===== config.mk =====
export PLATFORM = sky130hd
export DESIGN_NAME = run_ctrl
export DESIGN_NICKNAME = d
export VERILOG_FILES = /design/src/rtl/run_ctrl_pkg.sv /design/src/rtl/run_ctrl_halt_decode.sv /design/src/rtl/run_ctrl.sv
export SDC_FILE = /design/constraint.sdc
export NUM_CORES = 1
export LEC_CHECK = 0
export ABC_AREA = 1
export CAP_MARGIN = 20
export CORE_AREA = 2 2 85 95
export CTS_CLUSTER_SIZE = 25
export DETAILED_ROUTE_END_ITERATION = 12
export DIE_AREA = 0 0 87 97
export PLACE_DENSITY = 0.88
export SLEW_MARGIN = 20
export SYNTH_ARGS = -nofsm -noshare
export SYNTH_HDL_FRONTEND = slang
export SYNTH_SLANG_ARGS = --single-unit

===== constraint.sdc =====
create_clock -name clk -period 2.39 [get_ports clk]
set_input_delay 0.3585 -clock clk [delete_from_list [all_inputs] [get_ports clk]]
set_output_delay 0.3585 -clock clk [all_outputs]
set_load 0.005 [all_outputs]

===== src/rtl/run_ctrl_pkg.sv =====
// Shared types and instruction constants for the run controller.
package run_ctrl_pkg;

  typedef enum logic [1:0] {
    ST_IDLE    = 2'd0,
    ST_RUN     = 2'd1,
    ST_STEP    = 2'd2,
    ST_HALTED  = 2'd3
  } state_t;

  typedef enum logic [2:0] {
    CAUSE_NONE         = 3'd0,
    CAUSE_ECALL        = 3'd1,
    CAUSE_INVALID      = 3'd2,
    CAUSE_BRANCH_LIMIT = 3'd3,
    CAUSE_CYCLE_LIMIT  = 3'd4,
    CAUSE_USER         = 3'd5
  } halt_cause_t;

  localparam logic [6:0]  OPC_BRANCH    = 7'b1100011;
  localparam logic [31:0] INSTR_ECALL   = 32'h00000073;
  localparam logic [31:0] INSTR_INVALID = 32'hFFFFFFFF;

endpackage


===== src/rtl/run_ctrl_halt_decode.sv =====
// Classifies the core's current instruction word for the run controller.
module halt_decode
  import run_ctrl_pkg::*;
(
  input  logic [31:0] instr,
  output logic        is_ecall,
  output logic        is_invalid,
  output logic        is_branch
);

  assign is_ecall   = (instr == INSTR_ECALL);
  assign is_invalid = (instr == INSTR_INVALID);
  assign is_branch  = (instr[6:0] == OPC_BRANCH);

endmodule


===== src/rtl/run_ctrl.sv =====
// Run controller: gates the core's architectural writes, counts retired
// instructions and branches, and stops on halting instructions, limits or
// user requests. The core is held in reset while the controller is idle.
module run_ctrl
  import run_ctrl_pkg::*;
#(
  parameter int MAX_CYCLES   = 1000,
  parameter int MAX_BRANCHES = 20
) (
  input  logic        clk,
  input  logic        rst,
  input  logic        start,
  input  logic        step,
  input  logic        resume,
  input  logic        halt_req,
  input  logic [31:0] instr,
  output logic        cpu_rst,
  output logic        cpu_en,
  output logic        halted,
  output logic [2:0]  halt_cause,
  output logic [31:0] cycle_cnt,
  output logic [15:0] branch_cnt
);

  localparam logic [31:0] CYCLE_LIMIT  = 32'(MAX_CYCLES);
  localparam logic [15:0] BRANCH_LIMIT = 16'(MAX_BRANCHES);

  state_t      state;
  state_t      state_next;
  halt_cause_t cause_q;
  halt_cause_t cause_next;
  halt_cause_t blocked_cause;
  logic [31:0] cycle_q;
  logic [15:0] branch_q;
  logic        cpu_rst_q;
  logic        clear_cnt;
  logic        is_ecall;
  logic        is_invalid;
  logic        is_branch;
  logic        active;
  logic        at_branch_limit;
  logic        at_cycle_limit;
  logic        blocked;

  halt_decode u_halt_decode (
    .instr      (instr),
    .is_ecall   (is_ecall),
    .is_invalid (is_invalid),
    .is_branch  (is_branch)
  );

  // An instruction that would halt or exceed a limit is blocked: it never
  // retires, so the PC stays on it and the cause can be reported exactly.
  always_comb begin
    active          = (state == ST_RUN) || (state == ST_STEP);
    at_branch_limit = is_branch && (branch_q == BRANCH_LIMIT);
    at_cycle_limit  = (cycle_q == CYCLE_LIMIT);
    blocked         = is_ecall || is_invalid || at_branch_limit || at_cycle_limit;
    cpu_en          = active && !blocked && !rst;
    if (is_ecall)             blocked_cause = CAUSE_ECALL;
    else if (is_invalid)      blocked_cause = CAUSE_INVALID;
    else if (at_branch_limit) blocked_cause = CAUSE_BRANCH_LIMIT;
    else                      blocked_cause = CAUSE_CYCLE_LIMIT;
  end

  // Next-state logic; the halt cause and counter clearing follow the transition.
  always_comb begin
    state_next = state;
    cause_next = cause_q;
    clear_cnt  = 1'b0;
    case (state)
      ST_IDLE: begin
        if (start || step) begin
          state_next = start ? ST_RUN : ST_STEP;
          cause_next = CAUSE_NONE;
          clear_cnt  = 1'b1;
        end
      end
      ST_RUN: begin
        if (blocked) begin
          state_next = ST_HALTED;
          cause_next = blocked_cause;
        end else if (halt_req) begin
          state_next = ST_HALTED;
          cause_next = CAUSE_USER;
        end
      end
      ST_STEP: begin
        state_next = ST_HALTED;
        cause_next = blocked ? blocked_cause : CAUSE_USER;
      end
      ST_HALTED: begin
        if (start) begin
          state_next = ST_IDLE;
          cause_next = CAUSE_NONE;
          clear_cnt  = 1'b1;
        end else if (cause_q == CAUSE_USER && step) begin
          state_next = ST_STEP;
          cause_next = CAUSE_NONE;
        end else if (cause_q == CAUSE_USER && resume) begin
          state_next = ST_RUN;
          cause_next = CAUSE_NONE;
        end
      end
      default: begin
        state_next = ST_IDLE;
        cause_next = CAUSE_NONE;
        clear_cnt  = 1'b1;
      end
    endcase
  end

  // State, cause and core-reset registers; core reset tracks entry into idle.
  always_ff @(posedge clk) begin
    if (rst) begin
      state     <= ST_IDLE;
      cause_q   <= CAUSE_NONE;
      cpu_rst_q <= 1'b1;
    end else begin
      state     <= state_next;
      cause_q   <= cause_next;
      cpu_rst_q <= (state_next == ST_IDLE);
    end
  end

  // Retirement counters; the blocking logic keeps them from passing their limits.
  always_ff @(posedge clk) begin
    if (rst || clear_cnt) begin
      cycle_q  <= '0;
      branch_q <= '0;
    end else if (cpu_en) begin
      cycle_q <= cycle_q + 32'd1;
      if (is_branch) branch_q <= branch_q + 16'd1;
    end
  end

  assign cpu_rst    = cpu_rst_q;
  assign halted     = (state == ST_HALTED);
  assign halt_cause = cause_q;
  assign cycle_cnt  = cycle_q;
  assign branch_cnt = branch_q;

endmodule


### Word-level counts from Yosys, hierarchy flattened

Cells that the tools add are included.

| operators by class | value |
|---|---|
| reduce and logical (&&, ||, !) cells | 17 |
| add/sub/neg operators | 2 |
| equal/unequal tests | 12 |
| multiplexer cells | 22 |

Operators with widths:

| cell | number |
|---|---|
| adder 32 x 1 -> 32 bit, second input constant | 1 |
| equality test 32 x 10 -> 1 bit, second input constant | 1 |
| equality test 32 bit, second input constant | 1 |
| equality test 32 x 7 -> 1 bit, second input constant | 1 |
| two-way mux 3 bit | 10 |
| adder 16 x 1 -> 16 bit, second input constant | 1 |
| equality test 16 x 5 -> 1 bit, second input constant | 1 |
| two-way mux 2 bit | 7 |
| one-hot mux 3 bit (4 select lines) | 1 |
| one-hot mux 2 bit (4 select lines) | 1 |
| equality test 7 bit, second input constant | 1 |
| logical OR 1 bit | 6 |
| logical AND 1 bit | 5 |
| equality test 2 bit, second input constant | 2 |
| logical NOT 2 bit | 2 |
| != test 4 x 2 -> 1 bit, second input constant | 1 |
| equality test 3 bit, second input constant | 1 |
| != test 3 bit, second input constant | 1 |
| AND reduction 3 bit | 1 |
| equality test 2 x 1 -> 1 bit, second input constant | 1 |
| logical NOT 1 bit | 2 |
| two-way mux 1 bit | 2 |
| != test 2 bit, second input constant | 1 |
| one-hot mux 1 bit (2 select lines) | 1 |
| AND reduction 2 bit | 1 |

| storage, ports and cells | value |
|---|---|
| input bits | 38 |
| bits in registers | 54 |
| logic and storage cells | 58 |
| output and inout bits | 54 |

### Longest topological paths before layout

| depth | value |
|---|---|
| word-level depth | 8 |
| gate-level depth with buffers | 13 |
| gate-level depth less buffers | 13 |

### Modules after synthesis

From an unflattened synthesis, not the netlist that was laid out.

| second synthesis, totals | value |
|---|---|
| cells, all modules | 612 |
| area, all modules | 3,865.0 µm² |

Modules (own cells, without submodules):

| module | area each (µm²) | cells each | times used |
|---|---|---|---|
| run_ctrl | 3,606.0 | 547 | 1 |
| halt_decode | 259.0 | 65 | 1 |

### Worst setup path after synthesis

No wires, ideal clock.

| path | value |
|---|---|
| path kind | reg2out |
| start point | register branch_q[0] (netlist: branch_cnt[0]) |
| end point | output port cpu_en |
| buffers on the path | 1 |
| path slack | 0.469 ns |
| stages on the path, launching flop included | 11 |
| required time | 2.032 ns |
| data arrival time | 1.562 ns |
| cell sequence | dfxtp_1 > inv_1 > ha_1 > nand3_1 > nor2_1 > nand3_1 > nand2_1 > nor3_4 > nand2_4 > inv_2 > buf_4 |

| on the way | value |
|---|---|
| word-level cells in the longest chain between the ends | 7 |

RTL lines:

| item | line | source |
|---|---|---|
| start: declaration | run_ctrl.sv:34 | `logic [15:0] branch_q;` |
| start signal: assignment | run_ctrl.sv:133 | `if (is_branch) branch_q <= branch_q + 16'd1;` |
| equality test 16 x 5 -> 1 bit | run_ctrl.sv:56 | `at_branch_limit = is_branch && (branch_q == BRANCH_LIMIT);` |
| logical AND 1 bit | run_ctrl.sv:56 |  |
| logical OR 1 bit (2 in series) | run_ctrl.sv:58 | `blocked = is_ecall \|\| is_invalid \|\| at_branch_limit \|\| at_cycle_limit;` |
| logical NOT 1 bit | run_ctrl.sv:59 | `cpu_en = active && !blocked && !rst;` |
| logical AND 1 bit (2 in series) | run_ctrl.sv:59 |  |
| end: declaration | run_ctrl.sv:18 | `output logic cpu_en,` |

Every way passes these cells.

### Worst setup path in the final report

| path | value |
|---|---|
| start point | input port instr[0] |
| end point | output port cpu_en |

| on the way | value |
|---|---|
| word-level cells in the longest chain between the ends | 7 |
| elaborated cells between the ends (all ways) | 10 |
| those cells by class | eq/ne (3); reduce/logical (7) |

RTL lines:

| item | line | source |
|---|---|---|
| start: declaration | run_ctrl.sv:16 | `input logic [31:0] instr,` |
| equality test 32 x 7 -> 1 bit, or another cell as far along | run_ctrl_halt_decode.sv:11 | `assign is_ecall = (instr == INSTR_ECALL);` |
| logical OR 1 bit or logical AND 1 bit (tied branches) | run_ctrl.sv:58, run_ctrl.sv:56 |  |
| logical OR 1 bit * (2 in series) | run_ctrl.sv:58 |  |
| logical NOT 1 bit * | run_ctrl.sv:59 |  |
| logical AND 1 bit * (2 in series) | run_ctrl.sv:59 |  |

Every way passes the cells marked *; elsewhere a longest branch is shown, timed or not.

==> flow_metrics.py <==
metrics = {
    "pwr": {
        "power-per-cell-area_nw_per_um2": 372.5,
        "p_clk_share_pct": 29.2,
        "peakVddDrop_mv": 0.2620,
        "p_int_w": 0.001281,
        "comb_power_share_pct": 19.7,
        "switching_share_pct": 29.51,
        "switchingPower_w": 0.0005363,
        "p_leak_nw": 1.761,
        "seqPwrFrac_pct": 51.1,
    },
    "place": {
        "gp_congestion": 0.9585,
        "dp_hpwl_um": 8192,
        "numPortBuffers": 91,
        "dp_slack_ns": -0.1065,
    },
    "sta": {
        "hold_viol": 0,
        "tightest_slew_ns": 0.5530,
        "relSlewSlack_pct": 62.80,
        "clock-skew-final_ns": 0.01135,
        "period_needed_ns": 2.249,
        "maxClockFrequency_mhz": 444.6,
        "setup_viol": 0,
        "holdWs_ns": 0.4802,
        "fin_ws_ns": 0.1408,
        "period_share_pct": 94.11,
        "rsz0062_at_grt": "false",
        "finalMaxSlewViolations": 0,
    },
    "critical_path": {
        "cp_common_cell": "nand2_1",
        "crit_start": "instr[0]",
        "timing.rr.start": "branch_cnt[1]$_SDFFE_PP0P_",
        "cpLargestDelayFamily": "buffers and inverters",
        "regToRegEndpoint": "branch_cnt[15]$_SDFFE_PP0P_",
        "cp_cell_sequence": "clkdlybuf4s50_1, nand2_1, inv_1, nand2_1, nor2_1, nand2_1, nor2_1, nor3_4, nand2_4, inv_2, dlygate4sd2_1",
        "critPathKind": "in -> out",
        "r2r_slack_ns": 0.23,
        "crit_buf_inv": 4,
        "end_kind": "output pin",
        "max_stage_delay_ns": 0.46,
        "path_depth": 11,
        "r2r_cells": 12,
        "critPathLaunchType": "primary input",
        "required_ns": 2.03,
        "cp_max_fo": 2,
        "slowest_stage": "clkdlybuf4s50_1",
        "crit_end": "cpu_en",
        "crit_arrival_ns": 1.89,
    },
    "synth": {
        "synth_fa_ha_area_share_pct": 3.069,
        "yosysTopAreaCell": "dfxtp_1",
        "synth_xor_area_share_pct": 9.308,
        "syn_area_um2": 3670,
        "synthSimpleGateAreaFrac_pct": 42.35,
        "syn_area_per_cell_um2": 6.188,
        "synth-seq-area-share_pct": 29.46,
        "synth-compound-area-share_pct": 9.376,
        "synth.distinct_cells": 30,
        "synth_top_family_by_area": "simple AND/OR/NAND/NOR gates",
        "synth_warnings": 0,
        "synthesis.nets": 640,
        "ys_ff_latch": 54,
        "yosys.area.top_type_share_pct": 29.46,
        "syn_inst": 593,
        "synth_mux_area_share_pct": 0,
        "synthTopCellsByArea": "dfxtp_1, nand2_1, nor2_1",
    },
    "floorplan": {
        "start_util_pct": 49.65,
        "dieArea_um2": 8439,
        "dieHeight_um": 97,
        "dieWidth_um": 87,
        "num_rows": 33,
        "core_um2": 7391,
        "ios": 92,
    },
    "detailed_routing": {
        "avgRoutedWirePerCell_um": 13.56,
        "drc": 0,
        "vias": 4169,
        "drt_iter0_markers": 248,
        "wirelength_um": 10630,
        "antenna_left": 0,
        "via_per_inst": 5.318,
        "drt-pass1-iter-count": 5,
    },
    "clock_network": {
        "htreeDepth": 2,
        "cts_tree": "done",
        "clk_latency_ns": 0.31,
        "cts_sinks": 54,
        "clockRootBuffer": "clkbuf_8",
        "clk_pin_slew_ns": 0.10,
        "clockBufferDepth": 2,
        "cts_buffers": 5,
    },
    "global_route": {
        "grt_pass1_vias": 3872,
        "grt_usage_pct": 25.81,
        "antenna_found_initial": 0,
        "overflow": 0,
        "grt_max_degree": 36,
        "grt_first_pass_wirelength_um": 17970,
    },
    "job": {
        "cap_violations": 0,
    },
    "layout": {
        "num-nets-final": 743,
        "diodes": 0,
        "drive_above_1_share_pct": 5.882,
        "syn_to_final_growth_pct": 32.94,
    },
    "worst_hold_path": {
        "min_path_type": "reg -> reg",
    },
    "run_status": {
        "status": "completed",
    },
}
[layout make-up]
cell class	count	area (um2)
Sequential cell	54	1086
Timing Repair Buffer	110	1051
Clock buffer	6	72.57
Multi-Input combinational cell	482	2381
Tap cell	87	108.9
Inverter	43	161.4
Clock inverter	2	17.52
Fill cell	676	2512
[sequential cells by signal, indices dropped and copies added, names as in the netlist]
name,flops
cycle_cnt,32
cpu_rst,1
halt_cause,3
state,2
branch_cnt,16
[per-layer routing]
| metal | share of wire [%] | wire length [um] | vias up | GRT usage (%) |
|---|---|---|---|---|
| met5 | 0 | 0 | - | 0 |
| met4 | 1.2 | 129 | 0 | 6.370 |
| met3 | 7.2 | 767 | 11 | 3.840 |
| met2 | 47 | 4971 | 164 | 40.99 |
| met1 | 45 | 4762 | 1868 | 36.35 |
| li1 | - | - | 2126 | - |
[worst min path at each step]
stage	start	to	slack (ns)	depth (start not counted)
floorplan	rst	halt_cause[2]$_SDFFE_PP0P_	0.43	1
global route	halt_cause[2]$_SDFFE_PP0P_	halt_cause[2]$_SDFFE_PP0P_	0.52	2
finish	halt_cause[2]$_SDFFE_PP0P_	halt_cause[2]$_SDFFE_PP0P_	0.48	2
detailed placement	branch_cnt[14]$_SDFFE_PP0P_	branch_cnt[14]$_SDFFE_PP0P_	0.47	2
global placement	halt_cause[2]$_SDFFE_PP0P_	halt_cause[2]$_SDFFE_PP0P_	0.47	2
CTS	halt_cause[2]$_SDFFE_PP0P_	halt_cause[2]$_SDFFE_PP0P_	0.49	2
[placed cells by master (no fill, tap or decap), types with 3 or more instances in the layout]
master           instances
nor2_1                  96
dfxtp_2                  4
xnor2_1                 13
clkbuf_8                 5
clkdlybuf4s50_1         89
xor2_1                  26
dfxtp_1                 50
ha_1                     9
nor4_1                   3
nand4_1                 21
nand3b_1                 3
a21oi_1                 56
nand2_1                188
inv_1                   42
o21ai_0                  8
buf_4                   19
nand3_1                 25
nor3_1                  19
[cells in the mapped netlist]
cell type,count
buf_6,1
nand3_1,26
a21oi_1,56
a32oi_1,1
nor2_1,97
nor2_2,1
nor3_1,19
o211ai_1,1
buf_4,2
nand3b_1,3
buf_2,6
inv_1,42
nor4_1,3
nor2_4,1
or2_2,1
o21ai_0,8
clkbuf_1,5
nor3_4,1
nand2b_1,1
xor2_1,26
dfxtp_1,54
nor3b_1,2
ha_1,9
nand2_1,189
nand2_4,1
xnor2_1,13
nand3_2,1
inv_2,1
o31ai_1,1
nand4_1,21
[per-stage QoR]
step	TNS, ns	area (um2)	power, W	utilization [%]	instances
final	0	4878	0.001817	66.01	784
after global routing	0	4878	0.001912	66.01	784
after CTS	0	4871	0.001833	65.90	784
after detailed placement	-0.3807	4763	0.001303	64.45	775
after global placement	-0.03160	4763	0.001292	64.45	775
after floorplan	0	3670	0.001139	-	593
[cell families after synthesis]
group,Yosys count
and+or+nand+nor,367
AOI/OAI and AO/OA,67
buffers and inverters,57
DFF,54
xor gates and xnor gates,39
adders and majority gates,9
[timing repair]
item	in CTS	in global routing
gates resized for setup	8	2
pin swaps	1	0
setup buffers	1	0
hold buffers	0	0
endpoints found under the setup margin	1	1
cloned	0	0
[worst min-delay path: stages (launching register included)]
cell and delay [ns]:
dfxtp_1 0.33, nand2_1 0.06, a21oi_1 0.05
[power by group through the flow]
stage / clock [W] / combinational (W) / sequential (W)
5_1_grt: 0.000585 / 0.000396 / 0.000931
3_5_place_dp: 0 / 0.000354 / 0.000949
6_report: 0.000531 / 0.000357 / 0.000929
4_1_cts: 0.000549 / 0.000356 / 0.000928
2_1_floorplan: 0 / 0.000191 / 0.000948
3_3_place_gp: 0 / 0.000345 / 0.000947
(Power assumes the default switching activity.)
